File: src/rtl/hazard_ctrl.sv
// Hazard and flush controller for a 5-stage pipeline: a 2-slot destination scoreboard
// (EX, MEM) checked against the decode operands, with branch gating and perf counters.
module hazard_ctrl #(
  parameter int   CNT_W       = 16,
  parameter logic FWD_DEFAULT = 1'b1
) (
  input  logic             clk,
  input  logic             rst,
  input  logic             fwd_mode_we,
  input  logic             fwd_mode_in,
  input  logic             id_valid,
  input  logic [4:0]       id_src1,
  input  logic [4:0]       id_src2,
  input  logic             id_two_src,
  input  logic             id_wb_en,
  input  logic             id_mem_read,
  input  logic [4:0]       id_dest,
  input  logic             branch_taken_in,
  output logic             hazard_detected,
  output logic             pc_freeze,
  output logic             ifid_freeze,
  output logic             ifid_flush,
  output logic             branch_taken_out,
  output logic             fwd_mode,
  output logic [1:0]       state,
  output logic [CNT_W-1:0] stall_count,
  output logic [CNT_W-1:0] flush_count
);

  typedef enum logic [1:0] {
    ST_RUN   = 2'd0,
    ST_STALL = 2'd1,
    ST_FLUSH = 2'd2
  } state_t;

  localparam logic [CNT_W-1:0] CNT_MAX = {CNT_W{1'b1}};
  localparam logic [CNT_W-1:0] CNT_ONE = {{(CNT_W-1){1'b0}}, 1'b1};

  // Register $0 is hard-wired zero, so a slot writing it never matches.
  function automatic logic slot_match(input logic valid, input logic wb_en,
                                      input logic [4:0] dest, input logic [4:0] src1,
                                      input logic [4:0] src2, input logic two_src);
    return valid && wb_en && (dest != 5'd0) &&
           ((dest == src1) || (two_src && (dest == src2)));
  endfunction

  logic       ex_valid_q, ex_wb_q, ex_mr_q;
  logic [4:0] ex_dest_q;
  logic       ex_valid_d, ex_wb_d, ex_mr_d;
  logic [4:0] ex_dest_d;
  logic       mem_valid_q, mem_wb_q, mem_mr_q;
  logic [4:0] mem_dest_q;
  logic       fwd_q, fwd_d;
  state_t     state_q, state_d;
  logic [CNT_W-1:0] stall_q, stall_d, flush_q, flush_d;

  logic match_ex_s, match_mem_s, hazard_s, branch_s;

  // Hazard decision, branch gating and next-state for every register.
  always_comb begin
    match_ex_s  = 1'b0;
    match_mem_s = 1'b0;
    hazard_s    = 1'b0;
    branch_s    = 1'b0;
    ex_valid_d  = 1'b0;
    ex_wb_d     = 1'b0;
    ex_mr_d     = 1'b0;
    ex_dest_d   = 5'd0;
    fwd_d       = fwd_q;
    state_d     = ST_RUN;
    stall_d     = stall_q;
    flush_d     = flush_q;

    if (id_valid) begin
      match_ex_s  = slot_match(ex_valid_q, ex_wb_q, ex_dest_q, id_src1, id_src2, id_two_src);
      match_mem_s = slot_match(mem_valid_q, mem_wb_q, mem_dest_q, id_src1, id_src2, id_two_src);
    end else begin
      match_ex_s  = 1'b0;
      match_mem_s = 1'b0;
    end

    // With forwarding only a load still in EX is too late to bypass.
    if (fwd_q) begin
      hazard_s = match_ex_s && ex_mr_q;
    end else begin
      hazard_s = match_ex_s || match_mem_s;
    end

    branch_s = branch_taken_in && !hazard_s;

    if (id_valid && !hazard_s) begin
      ex_valid_d = 1'b1;
      ex_wb_d    = id_wb_en;
      ex_mr_d    = id_mem_read;
      ex_dest_d  = id_dest;
    end else begin
      ex_valid_d = 1'b0;
      ex_wb_d    = 1'b0;
      ex_mr_d    = 1'b0;
      ex_dest_d  = 5'd0;
    end

    if (fwd_mode_we) begin
      fwd_d = fwd_mode_in;
    end else begin
      fwd_d = fwd_q;
    end

    case ({hazard_s, branch_s})
      2'b10, 2'b11: state_d = ST_STALL;
      2'b01:        state_d = ST_FLUSH;
      2'b00:        state_d = ST_RUN;
      default:      state_d = ST_RUN;
    endcase

    if (hazard_s && (stall_q != CNT_MAX)) begin
      stall_d = stall_q + CNT_ONE;
    end else begin
      stall_d = stall_q;
    end

    if (branch_s && (flush_q != CNT_MAX)) begin
      flush_d = flush_q + CNT_ONE;
    end else begin
      flush_d = flush_q;
    end
  end

  // State, scoreboard, mode and counter registers.
  always_ff @(posedge clk or posedge rst) begin
    if (rst) begin
      ex_valid_q  <= 1'b0;
      ex_wb_q     <= 1'b0;
      ex_mr_q     <= 1'b0;
      ex_dest_q   <= 5'd0;
      mem_valid_q <= 1'b0;
      mem_wb_q    <= 1'b0;
      mem_mr_q    <= 1'b0;
      mem_dest_q  <= 5'd0;
      fwd_q       <= FWD_DEFAULT;
      state_q     <= ST_RUN;
      stall_q     <= {CNT_W{1'b0}};
      flush_q     <= {CNT_W{1'b0}};
    end else begin
      mem_valid_q <= ex_valid_q;
      mem_wb_q    <= ex_wb_q;
      mem_mr_q    <= ex_mr_q;
      mem_dest_q  <= ex_dest_q;
      ex_valid_q  <= ex_valid_d;
      ex_wb_q     <= ex_wb_d;
      ex_mr_q     <= ex_mr_d;
      ex_dest_q   <= ex_dest_d;
      fwd_q       <= fwd_d;
      state_q     <= state_d;
      stall_q     <= stall_d;
      flush_q     <= flush_d;
    end
  end

  assign hazard_detected  = hazard_s;
  assign pc_freeze        = hazard_s;
  assign ifid_freeze      = hazard_s;
  assign branch_taken_out = branch_s;
  assign ifid_flush       = branch_s;
  assign fwd_mode         = fwd_q;
  assign state            = state_q;
  assign stall_count      = stall_q;
  assign flush_count      = flush_q;

endmodule

File: config.mk
export PLATFORM = sky130hd
export DESIGN_NAME = hazard_ctrl
export DESIGN_NICKNAME = d
export VERILOG_FILES = /design/src/rtl/hazard_ctrl.sv
export SDC_FILE = /design/constraint.sdc
export NUM_CORES = 1
export LEC_CHECK = 0
export CAP_MARGIN = 40
export CELL_PAD_IN_SITES_DETAIL_PLACEMENT = 1
export CELL_PAD_IN_SITES_GLOBAL_PLACEMENT = 2
export CORE_MARGIN = 2
export CORE_UTILIZATION = 31
export CTS_BUF_LIST = sky130_fd_sc_hd__clkbuf_8
export DETAILED_ROUTE_END_ITERATION = 16
export GPL_TIMING_DRIVEN = 0
export PLACE_DENSITY = 0.86
export RECOVER_POWER = 100
export SLEW_MARGIN = 20
export SYNTH_ARGS = -nofsm -noshare
export SYNTH_HDL_FRONTEND = slang
export SYNTH_SLANG_ARGS = --single-unit
export TNS_END_PERCENT = 100
File: constraint.sdc
create_clock -name clk -period 3.01 [get_ports clk]
set_input_delay 0.4515 -clock clk [delete_from_list [all_inputs] [get_ports clk]]
set_output_delay 0.4515 -clock clk [all_outputs]
set_load 0.01 [all_outputs]
Word-level counts from Yosys, hierarchy flattened
Index checks and enable logic that the tools add are counted.
W data, S select, Z words.
{ "classes": {"n_mux": 8, "n_addsub": 2, "reduce_logical": 21, "n_eq_ne": 9} }
{ "op_table": {"columns": ["cell", "count"], "rows": [
  ["$add A16 B1 Y16 const B", 2],
  ["$ne A16 B16 Y1 const B", 2],
  ["$eq A5 B5 Y1", 4],
  ["$logic_and A1 B1 Y1", 13],
  ["$reduce_bool A5 Y1", 2],
  ["$mux W1", 6],
  ["$pmux W2 S3", 1],
  ["$mux W5", 1],
  ["$eq A2 B2 Y1 const B", 2],
  ["$logic_or A1 B1 Y1", 3],
  ["$eq A2 B1 Y1 const B", 1],
  ["$logic_not A2 Y1", 1],
  ["$reduce_or A2 Y1", 1],
  ["$logic_not A1 Y1", 1]
]} }
{ "word_totals": {"output_inout_bits": 40, "ff_bits": 50, "wordCells": 51} }

Logic depth before layout (Yosys ltp)
{ "depth": {"depth_word": 12, "ltp_mapped": 8, "depth_no_buf": 7} }

Worst setup path before layout
Ideal clock, no wire load.
{ "synth_timing": {"path_type": "register to output", "from": "register ex_dest_q[1]", "to": "output ifid_flush", "arrival_ns": 2.078, "path_buffers": 2, "setup_slack_ns": 0.481, "required_time_ns": 2.558, "stages_incl_launch_ff": 8, "cell_sequence": "dfrtp_1 -> or4_1 -> o2111a_1 -> and2_0 -> a221o_1 -> buf_6 -> inv_2 -> buf_4"} }
{ "synth_via": {"elab_chain_cells": 9, "elab_cells_between_ends": 13} }
{ "synth_lines": {"columns": ["item", "line_no", "rtl"], "rows": [
  ["start, declared", "48", "logic [4:0] ex_dest_q;"],
  ["start signal, assigned", "152", "ex_dest_q <= ex_dest_d;"],
  ["$eq A5 B5 Y1", "44", "((dest == src1) || (two_src && (dest == src2)));"],
  ["$logic_and A1 B1 Y1", "44", null],
  ["$logic_or A1 B1 Y1", "44", null],
  ["$logic_and A1 B1 Y1 (*)", "43", "return valid && wb_en && (dest != 5'd0) &&"],
  ["$mux W1 (*)", "74", "if (id_valid) begin"],
  ["$logic_or A1 B1 Y1 / $logic_and A1 B1 Y1 (equally long branches)", "86, 84", null],
  ["$mux W1 (*)", "83", "if (fwd_q) begin"],
  ["$logic_not A1 Y1 (*)", "89", "branch_s = branch_taken_in && !hazard_s;"],
  ["$logic_and A1 B1 Y1 (*)", "89", null],
  ["end, declared", "22", "output logic ifid_flush,"]
]} }
Every way passes the cells marked *; elsewhere a longest branch is shown, timed or not.

Worst setup path after layout
{ "layout_timing": {"from": "input id_src1[1]", "to": "output ifid_freeze"} }
{ "layout_via": {"elab_chain_cells": 6, "elab_cells_between_ends": 11} }
{ "layout_lines": {"columns": ["item", "line_no", "rtl"], "rows": [
  ["start, declared", "12", "input logic [4:0] id_src1,"],
  ["$eq A5 B5 Y1", "44", null],
  ["$logic_or A1 B1 Y1", "44", null],
  ["$logic_and A1 B1 Y1", "43", null],
  ["$mux W1", "74", null],
  ["$logic_or A1 B1 Y1 / $logic_and A1 B1 Y1 (equally long branches)", "86, 84", null],
  ["$mux W1 (*)", "83", null],
  ["end, declared", "21", "output logic ifid_freeze,"]
]} }
Marks and branches as above.

==> metrics.yaml <==
run_status:
  status: "finished, final reports clean"
clocking:
  path_clk_slew_ps: 80
  cts_root_buf: "clkbuf_8"
  cts.sinks: 50
  insertion_delay_ps: 300
  cts_made_buffers: 5
  clockBufferDepth: 2
  cts.htree.levels: 2
  holdBufCountCts: 0
  cts_tree: "built"
final_layout:
  fillCellCount: 839
  diodes: 0
  post-route-util_pct: 44.2
  fin_nets: 326
  drive_gt1_share_pct: 12.0
  area_delta_synth_final_pct: 40.0
  multi_input_area_um2: 1120
  ff_latch_area_um2: 1250
job:
  drv_cap: 0
setup_path:
  critPathLaunchType: "input port"
  rrSetupSlack_ps: 330
  reg2reg_to: "stall_count[1]"
  critPathKind: "in -> out"
  cp.arrival_ps: 2450
  reg2regPathDepth: 7
  r2r-start: "stall_count[0]"
  end_kind: "output pin"
  cp.required_ps: 2560
  crit_fanout: 4
sta:
  min_period_over_period_pct: 96.4
  fmax_ghz: 0.345
  setup_viol: 0
  skew_ps: 7.23
  setup-tns-final_ps: 0
  tightestPinTransition_ps: 1200
  hold_viol: 0
  slew_headroom_pct: 19.6
  fin_crit_ps: 2900
  slew_viol_final: 0
synthesis:
  yosys.area.top_type: "dfrtp_1"
  async_reset_ff_share_pct: 100
  synth_edf_count: 0
  yosys-top-cells-area: "dfrtp_1, xnor2_1, xor2_1"
  muxShareOfSynthArea_pct: 2.33
  synth_cells: 221
  synth_top_family_by_area: "simple AND/OR/NAND/NOR gates"
  ys_seq_area_share_pct: 51.9
  synth_top_area_share_pct: 50.8
  ys_types: 36
  synth_fp_nets: 247
  syn_avg_cell_area_um2: 10.9
  synth-simple-area-share_pct: 21.2
  synthXorXnorAreaFrac_pct: 17.4
  ys_ff_latch: 50
  synth_ff_type: "dfrtp_1"
  ys_warn_count: 0
  synthAdderAreaFrac_pct: 1.04
  syn_area_um2: 2410
  synth_compound_area_share_pct: 2.80
  synthTopCellsByCount: "dfrtp_1, xnor2_1, xor2_1"
  synth_most_common_cell: "dfrtp_1"
worst_hold_path:
  hp-class: "reg -> reg"
  worstHoldStart: "ex_valid_q"
  holdPathEnd: "mem_valid_q"
  whs_path_depth: 0
floorplan:
  rows: 32
  core-area_um2: 7650
  die_area_um2: 8500
  die_y_um: 92.2
  io_pins: 64
  initial_core_util_pct: 31.5
  die_w_um: 92.2
global_routing:
  grt_max_degree: 30
  antenna_found_initial: 0
  grt_pass1_wl_um: 9670
  grt_overflow_total: 0
  track_usage_pct: 14.4
  grt_pass1_vias: 2011
placement:
  port_buffers: 63
  dp_hpwl_um: 4330
  place_congestion: 0.750
power:
  leakagePower_nw: 1.43
  power_w: 0.00171
  ir_drop_mv: 0.159
  power_density_nw_per_um2: 506
drt:
  drc_errors: 0
  dr_total_vias: 1930
  ant_nets: 0
  drt_wl_total_um: 5790
  drt_pass1_iterations: 4
  drt_iter0_markers: 60
  wl_per_cell_um: 14.4
  vias_per_cell: 4.79
cell families after synthesis:
group,Yosys count
AND/OR/NAND/NOR,91
flip-flops,50
XOR/XNOR,48
buffers and inverters,16
AO/OA/AOI/OAI,9
multiplexers,5
adder cells (fa/ha/maj),2
per-layer routing:
layer  share of wire (%)  global-route usage, %  up-vias
li1                    -                      -      919
met1                  45                   18.1      958
met2                  49                   24.4       48
met3                 5.4                   3.94        5
met4                0.90                   4.10        0
met5                   0                      0        -
through the flow:
| step | hold WS, ps | cells | setup WS, ps | cell area, um^2 |
|---|---|---|---|---|
| floorplan | 354 | 221 | 481 | 2410 |
| global placement | 360 | 386 | -279 | 3170 |
| detailed placement | 363 | 387 | -299 | 3200 |
| CTS | 382 | 401 | 7.36 | 3360 |
| global route | 389 | 403 | -9.72 | 3380 |
| finish | 382 | 403 | 109 | 3380 |
worst max-delay path by stage:
stage | startpoint | to | slack [ps] | cells past startpoint
floorplan | ex_dest_q[1] | ifid_flush | 480 | 7
global placement | id_src1[1] | ifid_flush | -280 | 9
detailed placement | id_src1[1] | ifid_flush | -300 | 9
CTS | ex_dest_q[1] | branch_taken_out | 7 | 7
global route | id_src1[4] | ifid_freeze | -10 | 8
finish | id_src1[1] | ifid_freeze | 110 | 8
critical path, stage by stage:
cell,delay (ps)
clkdlybuf4s50_1,520
xnor2_1,130
nand3_1,150
o22ai_4,230
a22oi_2,130
nor2_2,190
buf_4,130
clkdlybuf4s50_1,520
what timing repair did:
| item | in CTS | in global routing |
|---|---|---|
| cloned | 0 | 0 |
| endpoints found under the setup margin | 5 | 8 |
| buffers inserted | 6 | 2 |
| gates resized for setup | 12 | 5 |
| pin swaps | 3 | 3 |
where the power goes:
part / switching, W / leakage [nW] / internal [W]
logic: 0.000190 / 0.752 / 0.000253
registers: 0.000108 / 0.627 / 0.000758
clock network: 0.000217 / 0.0524 / 0.000183
total: 0.000515 / 1.43 / 0.00119
registers in the layout, indices dropped and copies added (netlist names):
signal and flops:
ex_mr_q 1, flush_count 16, ex_valid_q 1, mem_dest_q 5, ex_wb_q 1, stall_count 16
state 2, mem_valid_q 1, mem_wb_q 1, fwd_mode 1, ex_dest_q 5
area by class of cell:
type / instances / share of cell area (%)
buffer: 6 / 1.37
clock buffer: 6 / 2.45
clock inverter: 2 / 0.259
inverter: 10 / 1.11
multi-input combinational: 155 / 33.2
sequential: 50 / 37.1
tap: 102 / 3.78
timing repair buffer: 72 / 20.7
cells in the final DEF (no fill, tap or decap), types with 4 or more instances in the layout:
cell type	instances
and3_1	8
buf_4	9
clkbuf_1	4
clkbuf_8	6
clkdlybuf4s50_1	57
dfrtp_1	48
dlygate4sd3_1	4
inv_1	10
mux2_1	4
nand2_1	16
nand3_1	12
nand4_1	8
nor2_1	10
nor3_1	12
nor4_1	6
nor4_2	4
xnor2_1	25
xor2_1	23
Note: power is estimated with default switching activity, not from simulation.
